File: src/rtl/aes_pkg.sv
// Shared AES types and GF(2^8) helpers for the inverse-cipher datapath.
package aes_pkg;

  localparam logic [7:0] AES_POLY = 8'h1B;

  typedef logic [127:0] aes_state_t;
  typedef logic [31:0]  aes_col_t;

  typedef enum logic [1:0] {
    StIdle,
    StBusy,
    StDone
  } imx_state_e;

  // Multiply by 02 in GF(2^8), reduced by the AES polynomial.
  function automatic logic [7:0] xtime(input logic [7:0] a);
    return {a[6:0], 1'b0} ^ (a[7] ? AES_POLY : 8'h00);
  endfunction

  function automatic logic [7:0] gf_mul9(input logic [7:0] a);
    logic [7:0] x2, x4, x8;
    x2 = xtime(a);
    x4 = xtime(x2);
    x8 = xtime(x4);
    return x8 ^ a;
  endfunction

  function automatic logic [7:0] gf_mulb(input logic [7:0] a);
    logic [7:0] x2, x4, x8;
    x2 = xtime(a);
    x4 = xtime(x2);
    x8 = xtime(x4);
    return x8 ^ x2 ^ a;
  endfunction

  function automatic logic [7:0] gf_muld(input logic [7:0] a);
    logic [7:0] x2, x4, x8;
    x2 = xtime(a);
    x4 = xtime(x2);
    x8 = xtime(x4);
    return x8 ^ x4 ^ a;
  endfunction

  function automatic logic [7:0] gf_mule(input logic [7:0] a);
    logic [7:0] x2, x4, x8;
    x2 = xtime(a);
    x4 = xtime(x2);
    x8 = xtime(x4);
    return x8 ^ x4 ^ x2;
  endfunction

endpackage

File: src/rtl/inv_mix_column.sv
// Combinational InvMixColumns for one 32-bit column (row 0 in the MSB byte).
module inv_mix_column
  import aes_pkg::*;
(
  input  aes_col_t col_in,
  output aes_col_t col_out
);

  logic [7:0] a0, a1, a2, a3;

  assign a0 = col_in[31:24];
  assign a1 = col_in[23:16];
  assign a2 = col_in[15:8];
  assign a3 = col_in[7:0];

  // Circulant inverse matrix {0e, 0b, 0d, 09}.
  always_comb begin
    col_out[31:24] = gf_mule(a0) ^ gf_mulb(a1) ^ gf_muld(a2) ^ gf_mul9(a3);
    col_out[23:16] = gf_mul9(a0) ^ gf_mule(a1) ^ gf_mulb(a2) ^ gf_muld(a3);
    col_out[15:8]  = gf_muld(a0) ^ gf_mul9(a1) ^ gf_mule(a2) ^ gf_mulb(a3);
    col_out[7:0]   = gf_mulb(a0) ^ gf_muld(a1) ^ gf_mul9(a2) ^ gf_mule(a3);
  end

endmodule

File: src/rtl/inv_mix_state.sv
// Iterative InvMixColumns: accepts a 128-bit state, mixes one column per clock.
module inv_mix_state
  import aes_pkg::*;
(
  input  logic         clk,
  input  logic         rst,
  input  logic         in_valid,
  output logic         in_ready,
  input  logic [127:0] in_state,
  output logic         out_valid,
  input  logic         out_ready,
  output logic [127:0] out_state
);

  imx_state_e state_q, state_d;
  aes_state_t st_q, st_d;
  logic [1:0] col_q, col_d;

  aes_col_t   col_sel;
  aes_col_t   col_mix;
  aes_state_t st_wr;

  inv_mix_column u_col (
    .col_in  (col_sel),
    .col_out (col_mix)
  );

  // Select the active column and build the state with it replaced.
  always_comb begin
    st_wr = st_q;
    case (col_q)
      2'd0: begin col_sel = st_q[127:96]; st_wr[127:96] = col_mix; end
      2'd1: begin col_sel = st_q[95:64];  st_wr[95:64]  = col_mix; end
      2'd2: begin col_sel = st_q[63:32];  st_wr[63:32]  = col_mix; end
      default: begin col_sel = st_q[31:0]; st_wr[31:0] = col_mix; end
    endcase
  end

  // Next-state logic and handshake outputs, decoded from the FSM register only.
  always_comb begin
    state_d   = state_q;
    st_d      = st_q;
    col_d     = col_q;
    in_ready  = 1'b0;
    out_valid = 1'b0;
    case (state_q)
      StIdle: begin
        in_ready = 1'b1;
        if (in_valid) begin
          st_d    = in_state;
          col_d   = 2'd0;
          state_d = StBusy;
        end
      end
      StBusy: begin
        st_d  = st_wr;
        col_d = col_q + 2'd1;
        if (col_q == 2'd3) begin
          state_d = StDone;
        end
      end
      StDone: begin
        out_valid = 1'b1;
        if (out_ready) begin
          state_d = StIdle;
        end
      end
      default: state_d = StIdle;
    endcase
  end

  // State register with synchronous reset; reset clears the working state.
  always_ff @(posedge clk) begin
    if (rst) begin
      state_q <= StIdle;
      st_q    <= '0;
      col_q   <= 2'd0;
    end else begin
      state_q <= state_d;
      st_q    <= st_d;
      col_q   <= col_d;
    end
  end

  assign out_state = st_q;

endmodule

File: config.mk
export PLATFORM = sky130hd
export DESIGN_NAME = inv_mix_state
export DESIGN_NICKNAME = d
export VERILOG_FILES = /design/src/rtl/aes_pkg.sv /design/src/rtl/inv_mix_column.sv /design/src/rtl/inv_mix_state.sv
export SDC_FILE = /design/constraint.sdc
export NUM_CORES = 1
export LEC_CHECK = 0
export ABC_CLOCK_PERIOD_IN_PS = 4050
export CAP_MARGIN = 30
export CELL_PAD_IN_SITES_DETAIL_PLACEMENT = 1
export CELL_PAD_IN_SITES_GLOBAL_PLACEMENT = 2
export CORE_AREA = 3 3 181 183
export CTS_CLUSTER_SIZE = 12
export DETAILED_ROUTE_END_ITERATION = 12
export DIE_AREA = 0 0 184 186
export GPL_TIMING_DRIVEN = 1
export HOLD_SLACK_MARGIN = 0.03
export PLACE_DENSITY = 0.85
export SLEW_MARGIN = 20
export SYNTH_ARGS = -nofsm -noshare
export SYNTH_HDL_FRONTEND = slang
export SYNTH_HIERARCHICAL = 1
export SYNTH_SLANG_ARGS = --single-unit
File: constraint.sdc
create_clock -name clk -period 4.05 [get_ports clk]
set_clock_uncertainty 0.05 [all_clocks]
set_input_delay 0.81 -clock clk [delete_from_list [all_inputs] [get_ports clk]]
set_output_delay 0.81 -clock clk [all_outputs]
set_load 0.01 [all_outputs]
After elaboration in Yosys (flattened, before gate mapping)

Index checks and enable logic that the tools add are counted.

Output and inout port bits: 130
Flip-flop bits (word level): 132
Input port bits: 132

Bitwise gates (word level): 48
Mux-type cells: 27
Add/sub/neg operators: 1
Reductions and logical operators: 10
Equality and inequality tests: 12

Operators by type and width:

| cell                                                                     | number |
|---|---|
| 8-bit bitwise XOR                                                        | 48 |
| 128-bit one-hot mux with 2 select lines                                  | 1 |
| 128-bit two-way mux                                                      | 1 |
| 32-bit two-way mux                                                       | 4 |
| 32-bit one-hot mux with 3 select lines                                   | 1 |
| 5-bit two-way mux                                                        | 12 |
| 3-bit AND reduction                                                      | 5 |
| 2-bit two-way mux                                                        | 4 |
| 2-bit inequality test (second input constant)                            | 4 |
| 2-bit equality test (second input constant)                              | 3 |
| 2-bit by 1-bit inequality test with 1-bit output (second input constant) | 3 |
| 2-bit one-hot mux with 3 select lines                                    | 1 |
| 2-bit by 1-bit equality test with 1-bit output (second input constant)   | 2 |
| 2-bit logical NOT                                                        | 2 |
| 2-bit one-hot mux with 2 select lines                                    | 1 |
| 3-bit OR reduction                                                       | 1 |
| 2-bit by 1-bit adder with 2-bit output (second input constant)           | 1 |
| 1-bit two-way mux                                                        | 2 |
| 2-bit AND reduction                                                      | 1 |
| 2-bit nonzero test                                                       | 1 |

Depth between registers and ports, before layout

Depth in word-level cells: 15
Mapped depth: 12
Mapped depth without buffers: 9

Cells and area by module

The synthesis kept the hierarchy.

Modules (own cells, without submodules):

| module         | area each (µm²) | seq. area each (µm²) | cells each | instances |
|---|---|---|---|---|
| inv_mix_state  | 6655.1          | 2642.5               | 717        | 1 |
| inv_mix_column | 2333.5          | 0.0                  | 217        | 1 |

Least setup slack after synthesis

Ideal clock, no wire load.

Path kind: register -> register
From: register col_q[0]
To: register st_q[100] (netlist: out_state[100])
Data arrival time: 3.286 ns
Cell stages (with the launch flop): 13
Setup slack: 0.595 ns
Data required time: 3.881 ns
Cells stage by stage: dfxtp_1 > inv_1 > ha_1 > buf_2 > buf_1 > a222oi_1 > mux2i_1 > buf_6 > xnor3_1 > xor3_1 > xnor2_1 > xnor3_1 > o221a_1

Elaborated cells on any way between the ends: 41
Classes of those cells: eq/ne: 3; mux: 14; bitwise: 22; reduce/logical: 2

RTL lines:

| element                                     | RTL line             | RTL |
|---|---|---|
| start: declaration                          | inv_mix_state.sv:17  | `logic [1:0] col_q, col_d;` |
| start signal: assignment                    | inv_mix_state.sv:81  | `col_q <= col_d;` |
| 2-bit equality test (tied with other cells) | inv_mix_state.sv:31  | `case (col_q)` |
| 32-bit one-hot mux with 3 select lines (*)  | inv_mix_state.sv:31  |  |
| via col_sel[14]                             | inv_mix_state.sv:19  | `aes_col_t col_sel;` |
| 8-bit bitwise XOR (*)                       | aes_pkg.sv:17        | `return {a[6:0], 1'b0} ^ (a[7] ? AES_POLY : 8'h00);` |
| 5-bit two-way mux (*)                       | aes_pkg.sv:17        |  |
| 8-bit bitwise XOR (*) (2 in series)         | aes_pkg.sv:17        |  |
| 8-bit bitwise XOR (*)                       | aes_pkg.sv:25        | `return x8 ^ a;` |
| 8-bit bitwise XOR (*) (2 in series)         | inv_mix_column.sv:21 | `col_out[7:0] = gf_mulb(a0) ^ gf_muld(a1) ^ gf_mul9(a2) ^ gf_mule(a3);` |
| via col_mix[4]                              | inv_mix_state.sv:20  | `aes_col_t col_mix;` |
| 32-bit two-way mux (*)                      | inv_mix_state.sv:31  |  |
| 128-bit one-hot mux with 2 select lines (*) | inv_mix_state.sv:46  | `case (state_q)` |
| end signal: assignment                      | inv_mix_state.sv:80  | `st_q <= st_d;` |
| end: declaration                            | inv_mix_state.sv:16  | `aes_state_t st_q, st_d;` |

The timed path passes the listed nets; every way through them passes the cells marked *. The select of a mux whose other input is x is not followed.
A chain may end at the register's enable or synchronous reset.

Worst setup path after layout

From: register col_q[1]
To: register st_q[12] (netlist: out_state[12])

Elaborated cells on any way between the ends: 42
Classes of those cells: eq/ne: 3; mux: 14; bitwise: 22; reduce/logical: 3

RTL lines:

| element                                     | RTL line             | RTL |
|---|---|---|
| 2-bit equality test (tied with other cells) | inv_mix_state.sv:31  |  |
| 32-bit one-hot mux with 3 select lines (*)  | inv_mix_state.sv:31  |  |
| via col_sel[21]                             | inv_mix_state.sv:19  |  |
| 8-bit bitwise XOR (*) (2 in series)         | aes_pkg.sv:17        |  |
| 5-bit two-way mux (*)                       | aes_pkg.sv:17        |  |
| 8-bit bitwise XOR (*)                       | aes_pkg.sv:17        |  |
| 8-bit bitwise XOR (*)                       | aes_pkg.sv:25        |  |
| 8-bit bitwise XOR (*) (3 in series)         | inv_mix_column.sv:20 | `col_out[15:8] = gf_muld(a0) ^ gf_mul9(a1) ^ gf_mule(a2) ^ gf_mulb(a3);` |
| via col_mix[12]                             | inv_mix_state.sv:20  |  |
| 32-bit two-way mux (*)                      | inv_mix_state.sv:31  |  |
| 128-bit one-hot mux with 2 select lines (*) | inv_mix_state.sv:46  |  |

Marked as above.

==> flow_summary.toml <==
[cts]
cts_tree = "done"
path_clk_slew_ps = 60
cts_sinks = 132
root_buffer = "clkbuf_16"
cts_buffer_depth = 2
cts_max_level = 4
clk_latency_ps = 420
holdBufCountCts = 0
numCtsBuffers = 17

[logic_synthesis]
synthSimpleGateAreaFrac_pct = 1.29
synth-xor-area-share_pct = 24.9
muxShareOfSynthArea_pct = 3.67
synth_compound_area_share_pct = 27.4
synth_top_family_by_area = "compound AO/OA/AOI/OAI gates"
synth_nets = 1071
synthAdderAreaFrac_pct = 0.696
yosysSeqAreaShare_pct = 29.4
netlist_area_mm2 = 0.00899
yosys_warnings = 6
synth.distinct_cells = 30
avgSynthCellArea_um2 = 9.62
synthCells = 934
synth.ff_latch_count = 132

[setup_path]
critPathSlowestCell = "xnor2_1"
start_kind = "register"
cp.required_ps = 4350
r2r-start = "col_q[1]"
crit_path_frequent_cell = "xnor3_1"
critical_path_arrival_ps = 4210
worstSetupPathType = "reg -> reg"
crit_chain = "inv_1 > ha_1 > a222oi_1 > mux2i_1 > xnor2_1 > xnor3_1 > xnor3_1 > xor2_1 > o221a_1"
critPathMaxStageDelay_ps = 630
cp-startpoint = "col_q[1]"
end_kind = "register"
cp_max_fo = 7

[detailed_routing]
dr.pass1.iters = 7
first_iter_violations = 687
drtAntennaViolNets = 0
route.detailed.drc = 0
post_drt_wl_per_cell_um = 23.7
routed_wl_um = 37700
num_vias = 8290
viasPerCell = 5.21

[run_status]
status = "completed"

[timing]
timing.fmax_mhz = 256
rsz0062_at_grt = "no"
worstMarginPinSlew_ps = 945
finalCritPeriodShare_pct = 96.3
finalHoldViolCount = 0
setup_viol = 0
whs_ps = 501
slew_headroom_pct = 35.2
drv_slew = 0
min_period_ps = 3900
tns_ps = 0

[layout]
drive_gt1_share_pct = 9.75
layout_commonest_cell = "clkdlybuf4s50_1"
antenna_cells = 0
seq_area_mm2 = 0.00264
final_cell_mix = "260 x clkdlybuf4s50_1, 163 x inv_1, 131 x dfxtp_1"
final_area_mm2 = 0.0128
multi_input_area_mm2 = 0.00529
fill_cells = 3588
syn_to_final_growth_pct = 42.1
fin_nets = 1314
fin_cells = 1592

[placement]
io_buffers = 261
dp_hpwl_um = 28000
place_inst = 1556
place.gp.congestion = 0.955
place_area_mm2 = 0.0120

[min_path]
min_from = "out_state[10]"
min-delay-path-class = "reg -> reg"

[global_route]
grtUsageTotal_pct = 21.4
grt_antenna_before_repair = 0
grt_pass1_wl_um = 55800
grt_start_max_net_pins = 78
grt_pass1_vias = 8650
globalRouteOverflowTotal = 0

[die]
initial_utilization_pct = 28.6
io_pins = 262
core_mm2 = 0.0314
die_h_um = 186
die_x_um = 184
die-area_mm2 = 0.0342
fp-row-count = 65

[job]
maxCapViolCount = 0
==> per-layer routing <==
| metal | wire (µm) | vias to the layer above | track usage (%) |
|---|---|---|---|
| met5 | 0 | - | 0 |
| met3 | 1770 | 28 | 3.30 |
| li1 | - | 3793 | - |
| met2 | 18300 | 299 | 36.1 |
| met1 | 17100 | 4170 | 29.1 |
| met4 | 610 | 0 | 4.75 |
==> cells by family after synthesis <==
family,count (synthesis)
compound gates,296
buf+inv,253
xor+xnor,198
flops,132
mux,33
simple gates,17
fa+ha+maj,5
==> through the flow <==
step                util, %  setup WS, ps
global route           40.7         0.586
global placement       38.4         -44.1
detailed placement     38.4          -138
CTS                    40.6          36.5
finish                 40.7           149
floorplan                 -           595
==> worst max-delay path, delay by kind of cell, from the launching register on <==
family / cells / cell delay [ps]
compound gates: 2 / 630
xor+xnor: 4 / 2020
fa+ha+maj: 1 / 250
buf+inv: 1 / 100
flops: 1 / 420
mux: 1 / 360
==> worst paths after layout <==
| kind | end | slack (ps) | depth (start not counted) |
|---|---|---|---|
| min | out_state[10] | 500 | 1 |
| max reg2reg | out_state[12] | 150 | 9 |
| min reg2reg | out_state[10] | 500 | 1 |
| max | out_state[12] | 150 | 9 |
==> area by class of cell <==
cell class | instances | area share, %
Clock buffer | 18 | 3.36
Clock inverter | 14 | 1.75
Inverter | 163 | 4.79
Multi-Input combinational cell | 549 | 41.4
Sequential cell | 132 | 20.7
Tap cell | 402 | 3.94
Timing Repair Buffer | 314 | 24.0
==> flip-flops by register name, indices dropped and copies added (netlist names) <==
| signal | cells |
|---|---|
| out_state | 128 |
| state_q | 2 |
| col_q | 2 |
==> synth_stat cells, drive strengths merged <==
master / number / area, µm²
inv: 163 / 612
buf: 65 / 428
clkbuf: 25 / 93.8
o21bai: 1 / 7.51
nand2b: 2 / 12.5
xor2: 36 / 323
a22oi: 2 / 15.0
xor3: 3 / 71.3
o221a: 128 / 1440
dfxtp: 132 / 2640
ha: 5 / 62.6
a222oi: 32 / 320
a21oi: 132 / 676
a211oi: 1 / 7.51
nor2b: 1 / 6.26
mux2i: 33 / 330
xnor2: 128 / 1140
nor3b: 1 / 12.5
nand2: 8 / 60.1
xnor3: 31 / 698
nor2: 4 / 15.0
and2b: 1 / 10.0
==> timing repair <==
action / 4_1_cts / 5_1_grt
pin swaps: 1 / 5
resized for setup: 2 / 10
buffers inserted: 3 / 0
setup endpoints to repair: 16 / 28
Power is left out: the tool's default activity adds up to more than one toggle a clock period on the data nets, which glitch-free logic cannot reach.
